--- config.mk ---
export PLATFORM = sky130hd
export DESIGN_NAME = mu0_ram_arbiter
export DESIGN_NICKNAME = d
export VERILOG_FILES = /design/src/rtl/mu0_mem_pkg.sv /design/src/rtl/mu0_ram_arbiter.sv
export SDC_FILE = /design/constraint.sdc
export NUM_CORES = 1
export LEC_CHECK = 0
export BUFFER_PORTS_ARGS = -buffer_cell sky130_fd_sc_hd__buf_2
export CAP_MARGIN = 20
export CORE_UTILIZATION = 34
export DETAILED_ROUTE_END_ITERATION = 8
export PLACE_DENSITY = 0.81
export SLEW_MARGIN = 20
export SYNTH_ARGS = -nofsm -noshare
export SYNTH_HDL_FRONTEND = slang
export SYNTH_SLANG_ARGS = --single-unit
--- constraint.sdc ---
create_clock -name clk -period 2.6 [get_ports clk]
set_input_delay 0.26 -clock clk [delete_from_list [all_inputs] [get_ports clk]]
set_output_delay 0.26 -clock clk [all_outputs]
set_load 0.005 [all_outputs]
--- src/rtl/mu0_mem_pkg.sv ---
// Shared memory-subsystem definitions for the MU0 RAM, its decoder and the arbiter.
package mu0_mem_pkg;

    localparam int MEM_ADDR_W = 12;
    localparam int MEM_DATA_W = 16;

    typedef enum logic [1:0] {
        IDLE = 2'd0,
        OWN0 = 2'd1,
        OWN1 = 2'd2
    } owner_t;

endpackage

--- src/rtl/mu0_ram_arbiter.sv ---
// Round-robin, burst-bounded arbiter sharing one single-port RAM between two masters.
// Grant is combinational so ownership handover costs no idle cycle.
module mu0_ram_arbiter
    import mu0_mem_pkg::*;
#(
    parameter int ADDR_W    = MEM_ADDR_W,
    parameter int DATA_W    = MEM_DATA_W,
    parameter int BURST_LEN = 4
) (
    input  logic              clk,
    input  logic              rst,

    input  logic [ADDR_W-1:0] m0_address,
    input  logic              m0_read,
    input  logic              m0_write,
    input  logic [DATA_W-1:0] m0_writedata,
    output logic              m0_wait,
    output logic [DATA_W-1:0] m0_readdata,
    output logic              m0_readvalid,

    input  logic [ADDR_W-1:0] m1_address,
    input  logic              m1_read,
    input  logic              m1_write,
    input  logic [DATA_W-1:0] m1_writedata,
    output logic              m1_wait,
    output logic [DATA_W-1:0] m1_readdata,
    output logic              m1_readvalid,

    output logic [ADDR_W-1:0] ram_address,
    output logic              ram_read,
    output logic              ram_write,
    output logic [DATA_W-1:0] ram_writedata,
    input  logic [DATA_W-1:0] ram_readdata
);

    typedef logic [3:0] cnt_t;
    localparam cnt_t BURST_MAX = cnt_t'(BURST_LEN);

    owner_t state_q, state_d;
    cnt_t   cnt_q, cnt_d;
    logic   prio_q, prio_d;
    logic   pend_q, pend_d;
    logic   pend_own_q, pend_own_d;

    logic   req0, req1;
    logic   gnt_v, gnt_sel;
    logic   sel_rd, sel_wr;

    assign req0 = m0_read | m0_write;
    assign req1 = m1_read | m1_write;

    always_comb begin
        gnt_v   = 1'b0;
        gnt_sel = 1'b0;
        if (!rst) begin
            case (state_q)
                OWN0: begin
                    if (req0 && ((cnt_q < BURST_MAX) || !req1)) begin
                        gnt_v = 1'b1;
                    end else if (req1) begin
                        gnt_v   = 1'b1;
                        gnt_sel = 1'b1;
                    end
                end
                OWN1: begin
                    if (req1 && ((cnt_q < BURST_MAX) || !req0)) begin
                        gnt_v   = 1'b1;
                        gnt_sel = 1'b1;
                    end else if (req0) begin
                        gnt_v = 1'b1;
                    end
                end
                default: begin
                    if (req0 && req1) begin
                        gnt_v   = 1'b1;
                        gnt_sel = prio_q;
                    end else if (req0 || req1) begin
                        gnt_v   = 1'b1;
                        gnt_sel = ~req0;
                    end
                end
            endcase
        end
    end

    // Without a grant gnt_sel is 0, so the RAM bus idles on master 0's values.
    assign ram_address   = gnt_sel ? m1_address   : m0_address;
    assign ram_writedata = gnt_sel ? m1_writedata : m0_writedata;
    assign sel_wr        = gnt_sel ? m1_write     : m0_write;
    assign sel_rd        = gnt_sel ? m1_read      : m0_read;
    assign ram_write     = gnt_v & sel_wr;
    assign ram_read      = gnt_v & sel_rd & ~sel_wr;

    assign m0_wait = rst | (req0 & ~(gnt_v & ~gnt_sel));
    assign m1_wait = rst | (req1 & ~(gnt_v &  gnt_sel));

    always_comb begin
        state_d    = IDLE;
        cnt_d      = '0;
        prio_d     = prio_q;
        pend_d     = ram_read;
        pend_own_d = gnt_sel;
        if (gnt_v) begin
            state_d = gnt_sel ? OWN1 : OWN0;
            prio_d  = ~gnt_sel;
            if (state_d != state_q) begin
                cnt_d = cnt_t'(1);
            end else if (cnt_q >= BURST_MAX) begin
                cnt_d = cnt_q;
            end else begin
                cnt_d = cnt_q + cnt_t'(1);
            end
        end
    end

    always_ff @(posedge clk or posedge rst) begin
        if (rst) begin
            state_q    <= IDLE;
            cnt_q      <= '0;
            prio_q     <= 1'b0;
            pend_q     <= 1'b0;
            pend_own_q <= 1'b0;
        end else begin
            state_q    <= state_d;
            cnt_q      <= cnt_d;
            prio_q     <= prio_d;
            pend_q     <= pend_d;
            pend_own_q <= pend_own_d;
        end
    end

    assign m0_readdata  = ram_readdata;
    assign m1_readdata  = ram_readdata;
    assign m0_readvalid = ~rst & pend_q & ~pend_own_q;
    assign m1_readvalid = ~rst & pend_q &  pend_own_q;

endmodule

==> metrics.txt, run 1 <==
drc violations=0; drt pass-1 iters=4; num ports=144; CTS Hold Bufs=0; peak supply drop=0.304 mV; area growth from synthesis to layout=30.9%; Setup crit start=state_q[0]; Stages on worst setup path=8; # clock sinks=9; count of buffer and inverter cells on the critical path=3; Synth area leaders=mux2_4 (31%), buf_4 (19%), dfrtp_1 (18%), buf_12 (4.7%), ha_1 (3.0%); worst path cell trace=inv_2 > ha_4 > or3_4 > o2111ai_4 > or2_4 > buf_16 > mux2_4 > buf_2; core area=0.00347 mm²; Fill cells=355; antenna diode instance count=0; clock slew seen by the registers of the worst setup and hold paths=50 ps; area taken by multi-input logic gates=739 µm²; worst path required time=2340 ps; Placed Cells=228; Tcrit/Tclk final=95.4%; CP endpoint=ram_writedata[10]; combinational power share=66.1%; Net Sw Frac=32.8%; Die ar.=0.00399 mm²; Max-Cap Viols=0; Tmin final=2480 ps; clk buf depth=2; Worst path slowest cell=dfrtp_1; routed wire length=2.81 mm; worst skew pair latency=230 ps; CP Class=reg -> out; P per Cell Area=613 mW/mm²; Seq pwr share=17.8%; R2R cell count=7; final-report max-slew violation count=0; CP endpoint kind=output pin; setup TNS=0 ps; Die Wd=63.1 µm; Final Hold Fails=0; Non-Filler Instances=236; Worst Clk Skew=2.32 ps; delay-heaviest family, CP=simple AND/OR/NAND/NOR gates; 1st-iter DRT viols=15; Worst R2R Setup Slack=650 ps; Slew HR=77.6%; # setup viols final=0; vias per inst=4.57; CTS H-tree lvls=1; worst hold path type=in -> async; Internal=685 µW; CP max stage delay=390 ps; CTS tree=yes; Yosys top cell by area=mux2_4; Critical R2R Launch=state_q[1]; num rows=21; Reg area=225 µm²; detailed placement HPWL=2.14 mm; post-synth top area share=30.7%; Data arrival, critical path=2220 ps; initial core utilization=36.7%; IO buf count=95; Overflow after GRT=0; largest net degree at the start of global routing=17; sequential fraction of the synthesis area=17.7%; Routed wire per std cell=11.9 µm; vias in the first global route=993; Avg Cell Area, Syn=10.5 µm²; reg2reg end=cnt_q[1]; all-layer global routing usage=13.4%; final net count=272; initial antenna violation count=0; Pleak=0.946 nW; remaining antenna violation count after routing=0; Crit Path Max Fanout=16; status=finished, final reports clean; layout cells sized above 1=76.3%; fmax=403 MHz; sw power=334 µW; synthesized area=0.00127 mm²; Num CTS Buffers=3; RSZ-0062 raised after global routing=false; Seq cells post-synth=9; net count after synthesis=202; via count=1078; cell count after synthesis=121; Clock Power Share=16.1%; Synth cell types=32; CTS root buf=clkbuf_8; crit path launch type=register; Ys Warns=0; Die Y-Extent=63.1 µm; first-pass GRT wire length=4.32 mm; GPL Wtd Cong=0.771; Worst Tran Pin Value=335 ps
==> power groups by stage <==
stage          clock (mW)  sequential [mW]  combinational [mW]
2_1_floorplan           0            0.180               0.480
3_3_place_gp            0            0.181               0.557
3_5_place_dp            0            0.183               0.565
4_1_cts             0.165            0.182               0.660
5_1_grt             0.178            0.186               0.731
6_report            0.164            0.182               0.674
==> per-layer routing <==
layer | wire length [µm] | global-route usage [%] | part of all wire (%) | vias up
li1 | - | - | - | 527
met1 | 1150 | 16.2 | 41 | 476
met2 | 1350 | 22.3 | 48 | 71
met3 | 271 | 4.17 | 9.6 | 4
met4 | 34 | 4.65 | 1.2 | 0
met5 | 0 | 0 | 0 | -
==> cell families (layout without fill, tap and decap cells) <==
logic type	after synthesis	count (layout)	share of synthesized area, %
simple gates	21	21	9.25
compound gates	16	16	10.3
fa+ha+maj	3	3	2.95
flops	9	9	17.7
xor+xnor	1	1	0.689
mux	28	28	32.5
buf+inv	43	112	26.6
==> tightest hold or removal path: stages <==
cell	delay, ps
buf_2	120
inv_1	100
buf_4	210
==> through the flow <==
stage          hold slack (ps)  util (%)  total power [mW]  worst slack (ps)  instance area, µm²
5_1_grt                    143      48.0              1.10              2.85                1660
3_5_place_dp               335      43.8             0.748               184                1520
4_1_cts                    125      47.4              1.01              12.5                1640
2_1_floorplan              130         -             0.660               452                1270
3_3_place_gp               335      43.8             0.738               241                1520
6_report                   114      48.0              1.02               121                1660
==> worst min path at each step <==
stage	endpoint	slack, ps	startpoint	depth (start not counted)
floorplan	cnt_q[0]	130	rst	1
global placement	cnt_q[3]	330	rst	3
detailed placement	cnt_q[3]	330	rst	3
CTS	cnt_q[3]	120	rst	3
global route	cnt_q[3]	140	rst	3
finish	pend_own_q	110	rst	3
==> cell usage after synthesis <==
library cell,n
and3_1,1
ha_1,3
o21ai_0,4
nor2_1,5
mux2_4,26
o21a_1,1
or2_1,1
or4b_2,1
mux2_2,2
nand2b_1,1
buf_6,1
nand2_1,5
buf_4,32
nor4b_1,1
or3_1,1
a2111oi_4,1
inv_2,1
a311oi_1,1
or3_2,1
a21oi_1,4
nor2_2,1
dfrtp_1,9
nor3b_1,1
o21ai_2,1
a221oi_1,1
a211oi_1,2
or2_2,1
xnor2_1,1
inv_1,6
buf_12,3
o2111ai_2,1
or3b_2,1
==> timing repair <==
item                       in CTS  in global routing
gates cloned                    1                  1
buffers inserted                2                  0
gates resized for setup         5                  1
pin swaps                       2                  2
setup endpoints to repair      28                 16
==> layout by cell type (no fill, tap or decap), types with 2 or more instances in the layout <==
cell and count:
ha_1 2, dfrtp_1 9, clkbuf_8 3, mux2_4 26, inv_2 2, nand2_1 5, mux2_2 2, a211oi_1 2
o21ai_0 4, buf_2 95, a21oi_1 4, buf_4 3, inv_1 5, nor2_1 5
==> final cells by class <==
class                           instances  share of cell area, %
Clock buffer                            4                   2.71
Inverter                                7                   1.58
Multi-Input combinational cell         69                   44.4
Sequential cell                         9                   13.5
Tap cell                               46                   3.46
Timing Repair Buffer                  101                   34.3
==> sequential cells by signal, indices dropped and copies added, names as in the netlist <==
signal      cells
prio_q          1
pend_own_q      1
pend_q          1
cnt_q           4
state_q         2
No activity file was read; power rests on OpenSTA's default activity.
==> inputs of run 2 (changes only) <==
Settings changed: REMOVE_ABC_BUFFERS set to 1.
==> metrics.txt, run 2 (synthesis results as in run 1) <==
Die ar.=0.00399 mm² (unchanged); vias per inst=4.79 (+4.8%); Worst R2R Setup Slack=480 ps (-170 ps); Fin Hold WS=120 ps (+5.95 ps); Placed Cells=228 (unchanged); detailed placement HPWL=2.95 mm (+38%); drt pass-1 iters=4 (unchanged); most common cell after layout, fill and taps aside=buf_2; via count=1149 (+6.6%); status=finished, final reports clean; final-report max-slew violation count=0 (unchanged); Max-Cap Viols=0 (unchanged); Final Hold Fails=0 (unchanged); Worst Tran Pin Value=380 ps (+44.5 ps); vias in the first global route=1110 (+12%); num rows=21 (unchanged); layout cells sized above 1=77.3% (+1.0 points); Critical R2R Launch=state_q[1]; antenna diode instance count=0 (unchanged); drc violations=0 (unchanged); Worst Clk Skew=5.61 ps (+3.29 ps); initial core utilization=36.7% (unchanged); CP Class=reg -> out; CTS tree=yes; worst skew pair latency=240 ps (about the same); Worst path slowest cell=dfrtp_1; IO buf count=95 (unchanged); Reg area=225 µm² (unchanged); setup TNS=0 ps (unchanged); Tcrit/Tclk final=98.2% (+2.9 points); reg2reg end=cnt_q[1]; GPL Wtd Cong=0.717 (-7.0%); final net count=276 (+1.5%); most frequent cells in the layout=buf_2 (95), mux2_4 (26), dfrtp_1 (9), buf_4 (6); num ports=144 (unchanged); worst path required time=2340 ps (about the same); max reg flops=4 (unchanged); CP max stage delay=380 ps (about the same); Top reg by flops=cnt_q; CTS root buf=clkbuf_8; Data arrival, critical path=2290 ps (+70 ps); all-layer global routing usage=17.1% (+3.6 points); CTS H-tree lvls=1 (unchanged); Tmin final=2550 ps (+74.1 ps); core area=0.00347 mm² (unchanged); Non-Filler Instances=240 (+1.7%); fmax=392 MHz (-2.9%); crit path launch type=register; worst path cell trace=buf_4 > ha_4 > or3_4 > o2111ai_4 > or2_4 > clkbuf_16 > mux2_4 > buf_2; CP endpoint kind=output pin; P per Cell Area=631 mW/mm² (+2.9%); peak supply drop=0.405 mV (+34%); Largest regs=cnt_q x4, state_q x2; Pleak=0.972 nW (+2.7%); Overflow after GRT=0 (unchanged); # clock sinks=9 (unchanged); # setup viols final=0 (unchanged); routed wire length=3.84 mm (+37%); first-pass GRT wire length=5.20 mm (+20%); area taken by multi-input logic gates=742 µm² (+0.34%); area growth from synthesis to layout=34.8%; Die Wd=63.1 µm (unchanged); clock slew seen by the registers of the worst setup and hold paths=50 ps (about the same); Fill cells=348 (-2.0%); clk buf depth=2 (unchanged); Slew HR=74.4% (-3.2 points); 1st-iter DRT viols=33 (+18); Num CTS Buffers=3 (unchanged); remaining antenna violation count after routing=0 (unchanged); Crit Path Max Fanout=8 (-8); Routed wire per std cell=16.0 µm (+34%); worst hold path type=in -> async; Die Y-Extent=63.1 µm (unchanged); initial antenna violation count=0 (unchanged); R2R cell count=7 (unchanged); largest net degree at the start of global routing=17 (unchanged)
==> run 2: final cells by class <==
class	instances	share of cell area, %
inverters	7	1.53
repair buffers	105	36.1
clock buffers	4	2.63
multi-input cells	69	43.3
well taps	46	3.36
flip-flops and latches	9	13.1
==> run 2: timing repair <==
action                                  4_1_cts  5_1_grt
pin swaps                                     2        3
endpoints found under the hold margin         0        0
gates cloned                                  1        2
endpoints found under the setup margin       29       28
hold buffers                                  0        0
resized for setup                             5        2
buffers inserted                              1        4
==> run 2: worst max path at each step <==
| stage | from | endpoint | slack (ps) | depth (start not counted) |
|---|---|---|---|---|
| final | state_q[1] | ram_address[7] | 50 | 8 |
| after global routing | state_q[1] | ram_address[7] | -20 | 8 |
| after CTS | state_q[0] | ram_address[11] | 20 | 8 |
| after detailed placement | state_q[0] | ram_address[11] | 150 | 8 |
| after global placement | state_q[0] | ram_address[11] | 230 | 8 |
| after floorplan | state_q[0] | ram_address[11] | -380 | 6 |
==> run 2: power breakdown <==
group          internal, mW  switching (mW)
Combinational         0.446           0.288
Sequential            0.167          0.0153
Clock                 0.107          0.0585
Total                 0.719           0.362
==> run 2: metrics by stage <==
stage	power (mW)	setup WS, ps	utilization, %	area (µm²)
2_1_floorplan	0.563	-381	-	960
3_3_place_gp	0.743	226	43.8	1520
3_5_place_dp	0.762	146	43.8	1520
4_1_cts	1.00	16.1	46.9	1630
5_1_grt	1.14	-17.9	49.4	1710
6_report	1.08	46.7	49.4	1710
==> run 2: critical path, delay by kind of cell, from the launching register on <==
kind                     cells  cell delay (ps)
buffers and inverters        3              480
AND/OR/NAND/NOR              2              590
AO/OA/AOI/OAI                1               90
flip-flops                   1              380
multiplexers                 1              290
adder cells (fa/ha/maj)      1              230
==> run 2: routing by layer <==
metal	global-route usage [%]	vias up	share of wire, %
met2	28.8	84	51
met3	9.06	4	11
met4	2.91	0	0.83
met1	18.7	527	36
met5	4.17	-	0
li1	-	534	-
==> inputs of run 3 (changes only) <==
Settings changed: CORE_UTILIZATION 34 to 35, CTS_BUF_LIST set to sky130_fd_sc_hd__clkbuf_4 sky130_fd_sc_hd__clkbuf_8, PLACE_DENSITY 0.81 to 0.83.
==> metrics.txt, run 3 (synthesis results as in run 1) <==
status=finished, final reports clean; num rows=21 (unchanged); Critical R2R Launch=state_q[1]; Die Y-Extent=62.3 µm (-1.4%); # clock sinks=9 (unchanged); Die ar.=0.00388 mm² (-2.8%); worst skew pair latency=280 ps (+40 ps); Crit Path Max Fanout=5 (-3); worst path cell trace=inv_2 > ha_4 > nand2b_1 > o2111ai_4 > buf_4 > or4b_2 > o21ai_2 > buf_2; vias in the first global route=1125 (+1.4%); CP Class=reg -> out; Fin Hold WS=73.1 ps (-47.1 ps); detailed placement HPWL=3.02 mm (+2.5%); remaining antenna violation count after routing=0 (unchanged); Internal=697 µW (-3.1%); most common cell after layout, fill and taps aside=buf_2; GPL Wtd Cong=0.740 (+3.2%); routed wire length=3.96 mm (+3.2%); max reg flops=4 (unchanged); initial core utilization=37.2% (+0.56 points); Max-Cap Viols=0 (unchanged); core area=0.00342 mm² (-1.5%); drc violations=0 (unchanged); Die Wd=62.3 µm (-1.4%); vias per inst=4.82 (+0.68%); reg2reg end=cnt_q[1]; initial antenna violation count=0 (unchanged); Overall Power=1.06 mW (-2.0%); worst path required time=2340 ps (about the same); Worst Clk Skew=5.63 ps (+0.0184 ps); Tmin final=2530 ps (-25.1 ps); first-pass GRT wire length=5.64 mm (+8.6%); clock slew seen by the registers of the worst setup and hold paths=60 ps (about the same); largest net degree at the start of global routing=17 (unchanged); combinational power share=70.9% (+3.0 points); clk buf depth=2 (unchanged); crit path launch type=register; drt pass-1 iters=4 (unchanged); Tcrit/Tclk final=97.2% (-0.97 points); sw power=362 µW (about the same); IO buf count=95 (unchanged); Overflow after GRT=0 (unchanged); fmax=396 MHz (+0.99%); fin util=50.4% (+1.0 points); Data arrival, critical path=2270 ps (-20 ps); CTS H-tree lvls=1 (unchanged); Pleak=0.973 nW (+0.16%); final-report max-slew violation count=0 (unchanged); CP endpoint kind=output pin; # setup viols final=0 (unchanged); Routed wire per std cell=16.6 µm (+3.6%); antenna diode instance count=0 (unchanged); num ports=144 (unchanged); CTS root buf=clkbuf_4; Final Hold Fails=0 (unchanged); all-layer global routing usage=18.9% (+1.8 points); Slew HR=73.5% (-0.92 points); R2R cell count=7 (unchanged); Worst R2R Setup Slack=650 ps (+170 ps); Seq pwr share=17.3% (+0.5 points); Worst Tran Pin Value=393 ps (+13.7 ps); worst hold path type=in -> async; Net Sw Frac=34.2% (+0.73 points); Clock Power Share=11.7% (-3.6 points); Largest regs=cnt_q x4, state_q x2; CP max stage delay=620 ps (+240 ps); 1st-iter DRT viols=27 (-18%); most frequent cells in the layout=buf_2 (90), mux2_4 (26), dfrtp_1 (9); CTS tree=yes; final net count=275 (-0.36%); area growth from synthesis to layout=35.5%; Worst path slowest cell=or4b_2; peak supply drop=0.277 mV (-32%); Num CTS Buffers=3 (unchanged); Top reg by flops=cnt_q; via count=1152 (+0.26%); layout cells sized above 1=77.7% (+0.40 points); P per Cell Area=615 mW/mm² (-2.5%)
run 3: cell types whose count changed in the layout (fill, tap and decap cells not counted), sizes merged:
cell	change
buf	-1
run 3: stage by stage:
step	instances	setup TNS, ps	area (µm²)	worst slack (ps)
6_report	239	0	1720	71.8
5_1_grt	239	-14.5	1720	-14.5
3_5_place_dp	228	0	1520	199
4_1_cts	235	0	1610	21.9
2_1_floorplan	85	-9720	960	-381
3_3_place_gp	228	0	1520	235
run 3: power groups by stage:
stage / combinational, mW / clock [mW] / sequential, mW
2_1_floorplan: 0.383 / 0 / 0.180
3_3_place_gp: 0.560 / 0 / 0.182
3_5_place_dp: 0.574 / 0 / 0.184
4_1_cts: 0.647 / 0.123 / 0.183
5_1_grt: 0.799 / 0.143 / 0.187
6_report: 0.751 / 0.124 / 0.184
run 3: layout make-up:
cell class                      count  area, µm²
Clock buffer                        4       30.0
Fill cell                         341       1690
Inverter                            7       26.3
Multi-Input combinational cell     69        742
Sequential cell                     9        225
Tap cell                           46       57.6
Timing Repair Buffer              104        642
run 3: what timing repair did:
action	CTS	global route
resized for setup	4	8
setup buffers	2	2
endpoints found under the setup margin	29	28
cloned	1	2
hold buffers	0	0
pin swaps	2	2
run 3: routing by layer:
layer | vias up | wire length (µm) | global-route usage, %
met1 | 547 | 1560 | 20.8
met5 | - | 0 | 5.56
met4 | 0 | 39 | 6.40
met2 | 71 | 1960 | 29.4
li1 | 531 | - | -
met3 | 3 | 396 | 11.4
run 3: worst max-delay path by stage:
stage,from,end,depth (start not counted)
final,state_q[0],ram_read,8
after global routing,state_q[0],ram_read,8
after CTS,state_q[0],ram_address[11],8
after detailed placement,state_q[0],ram_address[11],8
after global placement,state_q[0],ram_writedata[15],8
after floorplan,state_q[0],ram_address[11],6
run 3: worst max-delay path: cells and delay by family (launching register included):
| family | cells | cell delay (ps) |
|---|---|---|
| DFF | 1 | 400 |
| and+or+nand+nor | 2 | 750 |
| AOI/OAI and AO/OA | 2 | 220 |
| buffers and inverters | 3 | 400 |
| adders and majority gates | 1 | 220 |
